$ cat config.mk
export PLATFORM = sky130hd
export DESIGN_NAME = tinker_decode_issue
export DESIGN_NICKNAME = d
export VERILOG_FILES = /design/src/rtl/tinker_pkg.sv /design/src/rtl/tinker_scoreboard.sv /design/src/rtl/tinker_decode_issue.sv
export SDC_FILE = /design/constraint.sdc
export NUM_CORES = 1
export LEC_CHECK = 0
export ABC_AREA = 1
export CELL_PAD_IN_SITES_DETAIL_PLACEMENT = 0
export CELL_PAD_IN_SITES_GLOBAL_PLACEMENT = 1
export CORE_ASPECT_RATIO = 0.6
export CORE_UTILIZATION = 29
export CTS_BUF_LIST = sky130_fd_sc_hd__clkbuf_4 sky130_fd_sc_hd__clkbuf_8
export DETAILED_ROUTE_END_ITERATION = 6
export GPL_TIMING_DRIVEN = 0
export HOLD_SLACK_MARGIN = 0.03
export PLACE_DENSITY_LB_ADDON = 0.08
export SLEW_MARGIN = 10
export SYNTH_ARGS = -nofsm -noshare
export SYNTH_HDL_FRONTEND = slang
export SYNTH_SLANG_ARGS = --single-unit
$ cat constraint.sdc
create_clock -name clk -period 3 [get_ports clk]
set_input_delay 0.6 -clock clk [delete_from_list [all_inputs] [get_ports clk]]
set_output_delay 0.6 -clock clk [all_outputs]
set_load 0.005 [all_outputs]
$ cat src/rtl/tinker_pkg.sv
// Shared decode definitions for the Tinker decode/issue stage.
// Holds the opcode map, instruction field positions, the unpacked field
// struct and the small decode functions used by the issue logic and the
// scoreboard hookup.
package tinker_pkg;

  localparam int ILEN_C   = 32;
  localparam int REG_AW   = 5;
  localparam int IMM_W    = 12;

  // Field positions within the 32-bit instruction word.
  localparam int OPC_MSB  = 31;
  localparam int OPC_LSB  = 27;
  localparam int RD_MSB   = 26;
  localparam int RD_LSB   = 22;
  localparam int RS_MSB   = 21;
  localparam int RS_LSB   = 17;
  localparam int RT_MSB   = 16;
  localparam int RT_LSB   = 12;
  localparam int IMM_MSB  = 11;
  localparam int IMM_LSB  = 0;

  localparam logic [4:0] OP_AND     = 5'h00;
  localparam logic [4:0] OP_OR      = 5'h01;
  localparam logic [4:0] OP_XOR     = 5'h02;
  localparam logic [4:0] OP_NOT     = 5'h03;
  localparam logic [4:0] OP_SHFTR   = 5'h04;
  localparam logic [4:0] OP_SHFTRI  = 5'h05;
  localparam logic [4:0] OP_SHFTL   = 5'h06;
  localparam logic [4:0] OP_SHFTLI  = 5'h07;
  localparam logic [4:0] OP_BR      = 5'h08;
  localparam logic [4:0] OP_BRR     = 5'h09;
  localparam logic [4:0] OP_BRRL    = 5'h0A;
  localparam logic [4:0] OP_BRNZ    = 5'h0B;
  localparam logic [4:0] OP_CALL    = 5'h0C;
  localparam logic [4:0] OP_RETURN  = 5'h0D;
  localparam logic [4:0] OP_BRGT    = 5'h0E;
  localparam logic [4:0] OP_PRIV    = 5'h0F;
  localparam logic [4:0] OP_MOV_LD  = 5'h10;
  localparam logic [4:0] OP_MOV_RR  = 5'h11;
  localparam logic [4:0] OP_MOV_RL  = 5'h12;
  localparam logic [4:0] OP_MOV_ST  = 5'h13;
  localparam logic [4:0] OP_ADDF    = 5'h14;
  localparam logic [4:0] OP_SUBF    = 5'h15;
  localparam logic [4:0] OP_MULF    = 5'h16;
  localparam logic [4:0] OP_DIVF    = 5'h17;
  localparam logic [4:0] OP_ADD     = 5'h18;
  localparam logic [4:0] OP_ADDI    = 5'h19;
  localparam logic [4:0] OP_SUB     = 5'h1A;
  localparam logic [4:0] OP_SUBI    = 5'h1B;
  localparam logic [4:0] OP_MUL     = 5'h1C;
  localparam logic [4:0] OP_DIV     = 5'h1D;
  localparam logic [4:0] OP_MAX     = OP_DIV;

  typedef struct packed {
    logic [4:0]        opcode;
    logic [REG_AW-1:0] rd;
    logic [REG_AW-1:0] rs;
    logic [REG_AW-1:0] rt;
    logic [IMM_W-1:0]  imm;
  } instr_fields_t;

  function automatic instr_fields_t unpack_instr(input logic [ILEN_C-1:0] instr);
    instr_fields_t f;
    f.opcode = instr[OPC_MSB:OPC_LSB];
    f.rd     = instr[RD_MSB:RD_LSB];
    f.rs     = instr[RS_MSB:RS_LSB];
    f.rt     = instr[RT_MSB:RT_LSB];
    f.imm    = instr[IMM_MSB:IMM_LSB];
    return f;
  endfunction

  function automatic logic is_illegal(input logic [4:0] opc);
    return opc > OP_MAX;
  endfunction

  // Immediate forms read rd as their first source and take L as operand B.
  function automatic logic is_imm_rdsrc(input logic [4:0] opc);
    logic r;
    case (opc)
      OP_SHFTRI, OP_SHFTLI, OP_MOV_RL, OP_ADDI, OP_SUBI: r = 1'b1;
      default:                                           r = 1'b0;
    endcase
    return r;
  endfunction

  // Branch/priv, store and illegal opcodes never retire a register write.
  function automatic logic writes_rd(input logic [4:0] opc);
    logic r;
    r = 1'b1;
    if (opc >= OP_BR && opc <= OP_PRIV) r = 1'b0;
    if (opc == OP_MOV_ST)               r = 1'b0;
    if (is_illegal(opc))                r = 1'b0;
    return r;
  endfunction

endpackage

$ cat src/rtl/tinker_scoreboard.sv
// Busy bitmap for the architectural registers.
// Ports: set (issue of a writing instruction), clr (writeback retire),
// flush_clr (killed held instruction), three hazard query indices with
// enables for the B-source and destination, hazard_o and the bitmap busy_o.
module tinker_scoreboard
  import tinker_pkg::*;
#(
  parameter int NUM_REGS = 32
) (
  input  logic                clk,
  input  logic                reset,
  input  logic                set_en_i,
  input  logic [REG_AW-1:0]   set_idx_i,
  input  logic                clr_en_i,
  input  logic [REG_AW-1:0]   clr_idx_i,
  input  logic                flush_clr_en_i,
  input  logic [REG_AW-1:0]   flush_clr_idx_i,
  input  logic [REG_AW-1:0]   q_a_idx_i,
  input  logic                q_b_en_i,
  input  logic [REG_AW-1:0]   q_b_idx_i,
  input  logic                q_d_en_i,
  input  logic [REG_AW-1:0]   q_d_idx_i,
  output logic                hazard_o,
  output logic [NUM_REGS-1:0] busy_o
);

  logic [NUM_REGS-1:0] busy_q, busy_d;

  // Clears first, set last so a same-cycle set of the same register wins.
  always_comb begin
    busy_d = busy_q;
    if (clr_en_i)       busy_d[clr_idx_i]       = 1'b0;
    if (flush_clr_en_i) busy_d[flush_clr_idx_i] = 1'b0;
    if (set_en_i)       busy_d[set_idx_i]       = 1'b1;
  end

  always_ff @(posedge clk) begin
    if (reset) busy_q <= '0;
    else       busy_q <= busy_d;
  end

  // Registered state only: a writeback this cycle does not release a stall
  // until the next cycle.
  assign hazard_o = busy_q[q_a_idx_i]
                  | (q_b_en_i & busy_q[q_b_idx_i])
                  | (q_d_en_i & busy_q[q_d_idx_i]);

  assign busy_o = busy_q;

endmodule

$ cat src/rtl/tinker_decode_issue.sv
// Tinker decode/issue stage.
// Decodes a fetched instruction, drives the register-file read addresses,
// stalls on RAW/WAW hazards against the busy scoreboard and captures the
// operands into a single output register with a valid/ready handshake.
// Ports: fetch side (in_valid/in_ready/in_instr/in_pc), register-file read
// ports (rf_*), writeback (wb_valid/wb_rd), flush, execute side (out_*),
// and the scoreboard bitmap sb_busy.
module tinker_decode_issue
  import tinker_pkg::*;
#(
  parameter int XLEN     = 64,
  parameter int NUM_REGS = 32,
  parameter int ILEN     = 32
) (
  input  logic                clk,
  input  logic                reset,
  input  logic                in_valid,
  output logic                in_ready,
  input  logic [ILEN-1:0]     in_instr,
  input  logic [XLEN-1:0]     in_pc,
  output logic [REG_AW-1:0]   rf_rs_addr,
  output logic [REG_AW-1:0]   rf_rt_addr,
  input  logic [XLEN-1:0]     rf_rs_data,
  input  logic [XLEN-1:0]     rf_rt_data,
  input  logic                wb_valid,
  input  logic [REG_AW-1:0]   wb_rd,
  input  logic                flush,
  output logic                out_valid,
  input  logic                out_ready,
  output logic [4:0]          out_opcode,
  output logic [REG_AW-1:0]   out_rd,
  output logic [XLEN-1:0]     out_a,
  output logic [XLEN-1:0]     out_b,
  output logic [XLEN-1:0]     out_pc,
  output logic                out_writes_rd,
  output logic                out_illegal,
  output logic [NUM_REGS-1:0] sb_busy
);

  instr_fields_t f;
  logic dec_imm, dec_illegal, dec_writes_rd;
  logic hazard, accept, fire;

  assign f             = unpack_instr(in_instr);
  assign dec_imm       = is_imm_rdsrc(f.opcode);
  assign dec_illegal   = is_illegal(f.opcode);
  assign dec_writes_rd = writes_rd(f.opcode);

  assign rf_rs_addr = dec_imm ? f.rd : f.rs;
  assign rf_rt_addr = f.rt;

  logic                valid_q, valid_d;
  logic [4:0]          opcode_q, opcode_d;
  logic [REG_AW-1:0]   rd_q, rd_d;
  logic [XLEN-1:0]     a_q, a_d, b_q, b_d, pc_q, pc_d;
  logic                wr_q, wr_d, ill_q, ill_d;

  tinker_scoreboard #(.NUM_REGS(NUM_REGS)) u_sb (
    .clk             (clk),
    .reset           (reset),
    .set_en_i        (accept & dec_writes_rd),
    .set_idx_i       (f.rd),
    .clr_en_i        (wb_valid),
    .clr_idx_i       (wb_rd),
    .flush_clr_en_i  (flush & valid_q & wr_q),
    .flush_clr_idx_i (rd_q),
    .q_a_idx_i       (rf_rs_addr),
    .q_b_en_i        (~dec_imm),
    .q_b_idx_i       (f.rt),
    .q_d_en_i        (dec_writes_rd),
    .q_d_idx_i       (f.rd),
    .hazard_o        (hazard),
    .busy_o          (sb_busy)
  );

  // Flush blocks acceptance outright, so a flush never coincides with a set.
  assign in_ready = ~flush & ~hazard & (~valid_q | out_ready);
  assign accept   = in_valid & in_ready;
  assign fire     = valid_q & out_ready;

  always_comb begin
    valid_d  = valid_q;
    opcode_d = opcode_q;
    rd_d     = rd_q;
    a_d      = a_q;
    b_d      = b_q;
    pc_d     = pc_q;
    wr_d     = wr_q;
    ill_d    = ill_q;
    if (accept) begin
      valid_d  = 1'b1;
      opcode_d = f.opcode;
      rd_d     = f.rd;
      a_d      = rf_rs_data;
      b_d      = dec_imm ? {{(XLEN-IMM_W){1'b0}}, f.imm} : rf_rt_data;
      pc_d     = in_pc;
      wr_d     = dec_writes_rd;
      ill_d    = dec_illegal;
    end else if (flush || fire) begin
      valid_d  = 1'b0;
    end
  end

  always_ff @(posedge clk) begin
    if (reset) begin
      valid_q  <= 1'b0;
      opcode_q <= '0;
      rd_q     <= '0;
      a_q      <= '0;
      b_q      <= '0;
      pc_q     <= '0;
      wr_q     <= 1'b0;
      ill_q    <= 1'b0;
    end else begin
      valid_q  <= valid_d;
      opcode_q <= opcode_d;
      rd_q     <= rd_d;
      a_q      <= a_d;
      b_q      <= b_d;
      pc_q     <= pc_d;
      wr_q     <= wr_d;
      ill_q    <= ill_d;
    end
  end

  assign out_valid     = valid_q;
  assign out_opcode    = opcode_q;
  assign out_rd        = rd_q;
  assign out_a         = a_q;
  assign out_b         = b_q;
  assign out_pc        = pc_q;
  assign out_writes_rd = wr_q;
  assign out_illegal   = ill_q;

endmodule
==> metrics.log <==
[metrics] area after detailed placement: roughly 16000 um2
[metrics] Peak Freq: 319 MHz
[metrics] post-synthesis cell count: between 1500 and 2000
[metrics] area of the mapped netlist: between 10000 and 15000 um2
[metrics] Port-buffer cells: 480
[metrics] largest voltage drop on the vdd net: 0.000264 V
[metrics] number of global-route vias before repair: ~12000
[metrics] Slew Viols, Final: 0
[metrics] number of enable flip-flop cells after synthesis: 0
[metrics] detailed-route DRC error count: 0
[metrics] syn_area_per_cell: roughly 6.9 um2
[metrics] cell types with the largest area share after synthesis: dfxtp_1 44%, nor2_1 18%, o21ai_0 5.2%
[metrics] CTS tree: built
[metrics] Placeable Area: between 30000 and 40000 um2
[metrics] largest area contributor in the netlist: dfxtp_1
[metrics] Syn-to-layout area delta: 65.9%
[metrics] proportion of layout cells with a drive suffix above 1: 12.1%
[metrics] RSZ-0062 raised after global routing: yes
[metrics] ys flop type: dfxtp_1
[metrics] data required time at the worst endpoint: roughly 2400 ps
[metrics] maximum fanout along the worst path: 7
[metrics] routed wire length per instance: approximately 19 um
[metrics] aggregate global-route resource usage: a little over a quarter
[metrics] share of async-settable or async-resettable flops after synthesis: 0%
[metrics] number of CTS-inserted buffers: slightly above 40
[metrics] worst setup margin: -132 ps
[metrics] YS warnings: 0
[metrics] Critical Path AT: approximately 2500 ps
[metrics] largest net degree at the start of global routing: 20
[metrics] CP endpoint kind: output port
[metrics] DRT Pass-1 Iters: 5
[metrics] antenna violations before repair: 4
[metrics] Sink Count: ~240
[metrics] Post-Synthesis Net Count: approximately 1800
[metrics] tightest slew margin relative to the limit: 50.9%
[metrics] Period minus WS final: roughly 3100 ps
[metrics] maximum level of the CTS H-tree: 2
[metrics] detailed-route wire length: 51000 um
[metrics] Iter 0 DRT Violations: 1057
[metrics] count of maximum capacitance violations: 0
[metrics] Setup Skew: ~28 ps
[metrics] crit path kind: primary input to output port
[metrics] # setup viols final: 1
[metrics] Via-to-Cell Ratio: 4.80
[metrics] combined buffer and inverter count along the critical path: 8
[metrics] Die Span Y: roughly 150 um
[metrics] sum of negative setup slack: -132 ps
[metrics] Post-synth top cells: 504 x nor2_1, 237 x dfxtp_1, 142 x inv_1
[metrics] reported leakage power: just under 7 nW
[metrics] Final HPWL DP: 38800 um
[metrics] number of rows in the core area: between 50 and 60
[metrics] GRT Residual Overflow: 0
[metrics] crit start category: primary input
[metrics] critical path's slowest cell: a21oi_2
[metrics] I/O pins: between 400 and 500
[metrics] flops & latches, synth: around 240
[metrics] critical path, cell by cell: buf_12, inv_4, nand2_2, nor2_4, nor2_4, buf_4, nand3_4, nand2_4, buf_8, buf_12, nand2_1, nand3_1, nand3_1, nand3_2, a21oi_2, nor2_4, buf_12, buf_6, buf_6
[metrics] count leader, synth: nor2_1
[metrics] Clock transition at path regs: around 60 ps
[metrics] violated checks: negative setup slack
[metrics] die area: between 30000 and 40000 um2
[metrics] count of vias placed by the detailed router: roughly 13000
[metrics] final critical-path share of the clock period: 104%
[metrics] horizontal die dimension: ~250 um
[metrics] sequential area share after synthesis: around 44%
[metrics] starting utilization of the core area: ~29%
[metrics] depth of the worst register-to-register path: 18
[metrics] count of different cell masters after synthesis: 30
[metrics] Skew-Pair Late Insertion Delay: around 570 ps
[metrics] nets: about 2300
[metrics] hold buffer count at CTS: 0
[metrics] final hold violation count: 0
[metrics] slowest stage delay, CP: ~180 ps
[metrics] Critical Path Stages: 19
[metrics] portion of synthesized cell area occupied by the leading cell type: about 44%
[metrics] family of cells with the greatest summed delay on the critical path: buffers and inverters
[metrics] antenna viol nets, final: 0
[metrics] result of the run: complete, but fails checks
[metrics] class of the tightest hold or removal check: primary input to flip-flop
[metrics] global-route wire length before repair: roughly 74000 um
[metrics] count of cells along the worst hold path: 3
[metrics] Final GP Congestion: about 0.95
[metrics] CTS root buffer: clkbuf_8
[metrics] Max Root-Sink Buffers: 3
[metrics] Power Dens Cells: approximately 480 nW/um2
[metrics] Slew @ Worst Pin: between 700 and 800 ps
[metrics] design area: ~18000 um2
cells in the final DEF, fill, tap and decap left out, types with 3 or more instances in the layout:
cell type	n
nor3_1	10
nand2_4	8
o21ai_4	3
o221ai_1	32
buf_6	24
buf_12	7
clkdlybuf4s50_1	466
nand2_8	3
clkbuf_2	5
inv_1	131
nand2_1	105
inv_2	10
o21ai_0	107
a21oi_1	47
clkbuf_8	53
diode_2	3
dfxtp_2	14
clkbuf_1	44
buf_2	14
nand3_2	16
clkinvlp_4	3
nor2_1	498
clkbuf_4	19
nand3_1	54
nor2_4	6
nand4_1	32
buf_4	40
nand2_2	10
o22ai_1	14
dfxtp_1	222
o21ai_1	107
logic make-up after synthesis:
logic type      synth area share, %
simple gates                   28.6
compound gates                 16.6
buf+inv                        10.4
flops                          44.4
tightest hold or removal path: cells and delay by family:
family	cells	cell delay, ps
buf+inv	1	90
simple gates	1	70
compound gates	1	60
area by class of cell:
cell class / instances / area, um2
Timing Repair Buffer: 514 / 5120
Sequential cell: 237 / 4770
Antenna cell: 3 / 7.51
Fill cell: 3721 / 18600
Inverter: 144 / 549
Multi-Input combinational cell: 1069 / 5130
Tap cell: 476 / 596
Clock buffer: 64 / 787
Buffer: 104 / 719
Clock inverter: 6 / 42.5
flip-flops by register name (all words and copies together), names as in the netlist:
name	cells
out_illegal	1
out_pc	64
u_sb.busy_o	32
out_a	64
out_writes_rd	1
out_opcode	5
out_valid	1
out_b	64
out_rd	5
power by group:
| group | switching, W | internal, W | leakage (nW) |
|---|---|---|---|
| clock | 0.00142 | 0.00167 | 0.439 |
| sequential | 0.000109 | 0.00334 | 1.93 |
| combinational | 0.000904 | 0.000989 | 4.58 |
what timing repair did:
action	4_1_cts	5_1_grt
pin swaps	22	26
setup buffers	22	11
resized for setup	137	85
cloned	2	1
setup endpoints to repair	240	214
path summary, 6_finish.rpt:
path | start | endpoint | slack, ps
worst max register to register | u_sb.busy_o[30] | out_rd[3] | 90
worst min-delay path | in_instr[28] | out_opcode[1] | 300
worst max-delay path | in_instr[30] | in_ready | -130
worst min register to register | out_b[14] | out_b[14] | 480
through the flow:
step | util (%) | hold slack (ps) | std cells | total power [W] | setup slack [ps]
finish | 48.8 | 297 | 2617 | 0.00843 | -132
global route | 48.8 | 290 | 2616 | 0.00887 | -201
CTS | 47.8 | 249 | 2603 | 0.00846 | -69.0
detailed placement | 44.3 | 470 | 2510 | 0.00525 | -1620
global placement | 44.3 | 462 | 2510 | 0.00523 | -1710
floorplan | - | 468 | 1554 | 0.00423 | 315
per-layer routing:
layer	track usage [%]	wire length (um)
met5	0	13
met4	6.73	1070
met3	10.2	5660
met2	39.4	22000
met1	34.4	22200
No activity file was read; power rests on OpenSTA's default activity.
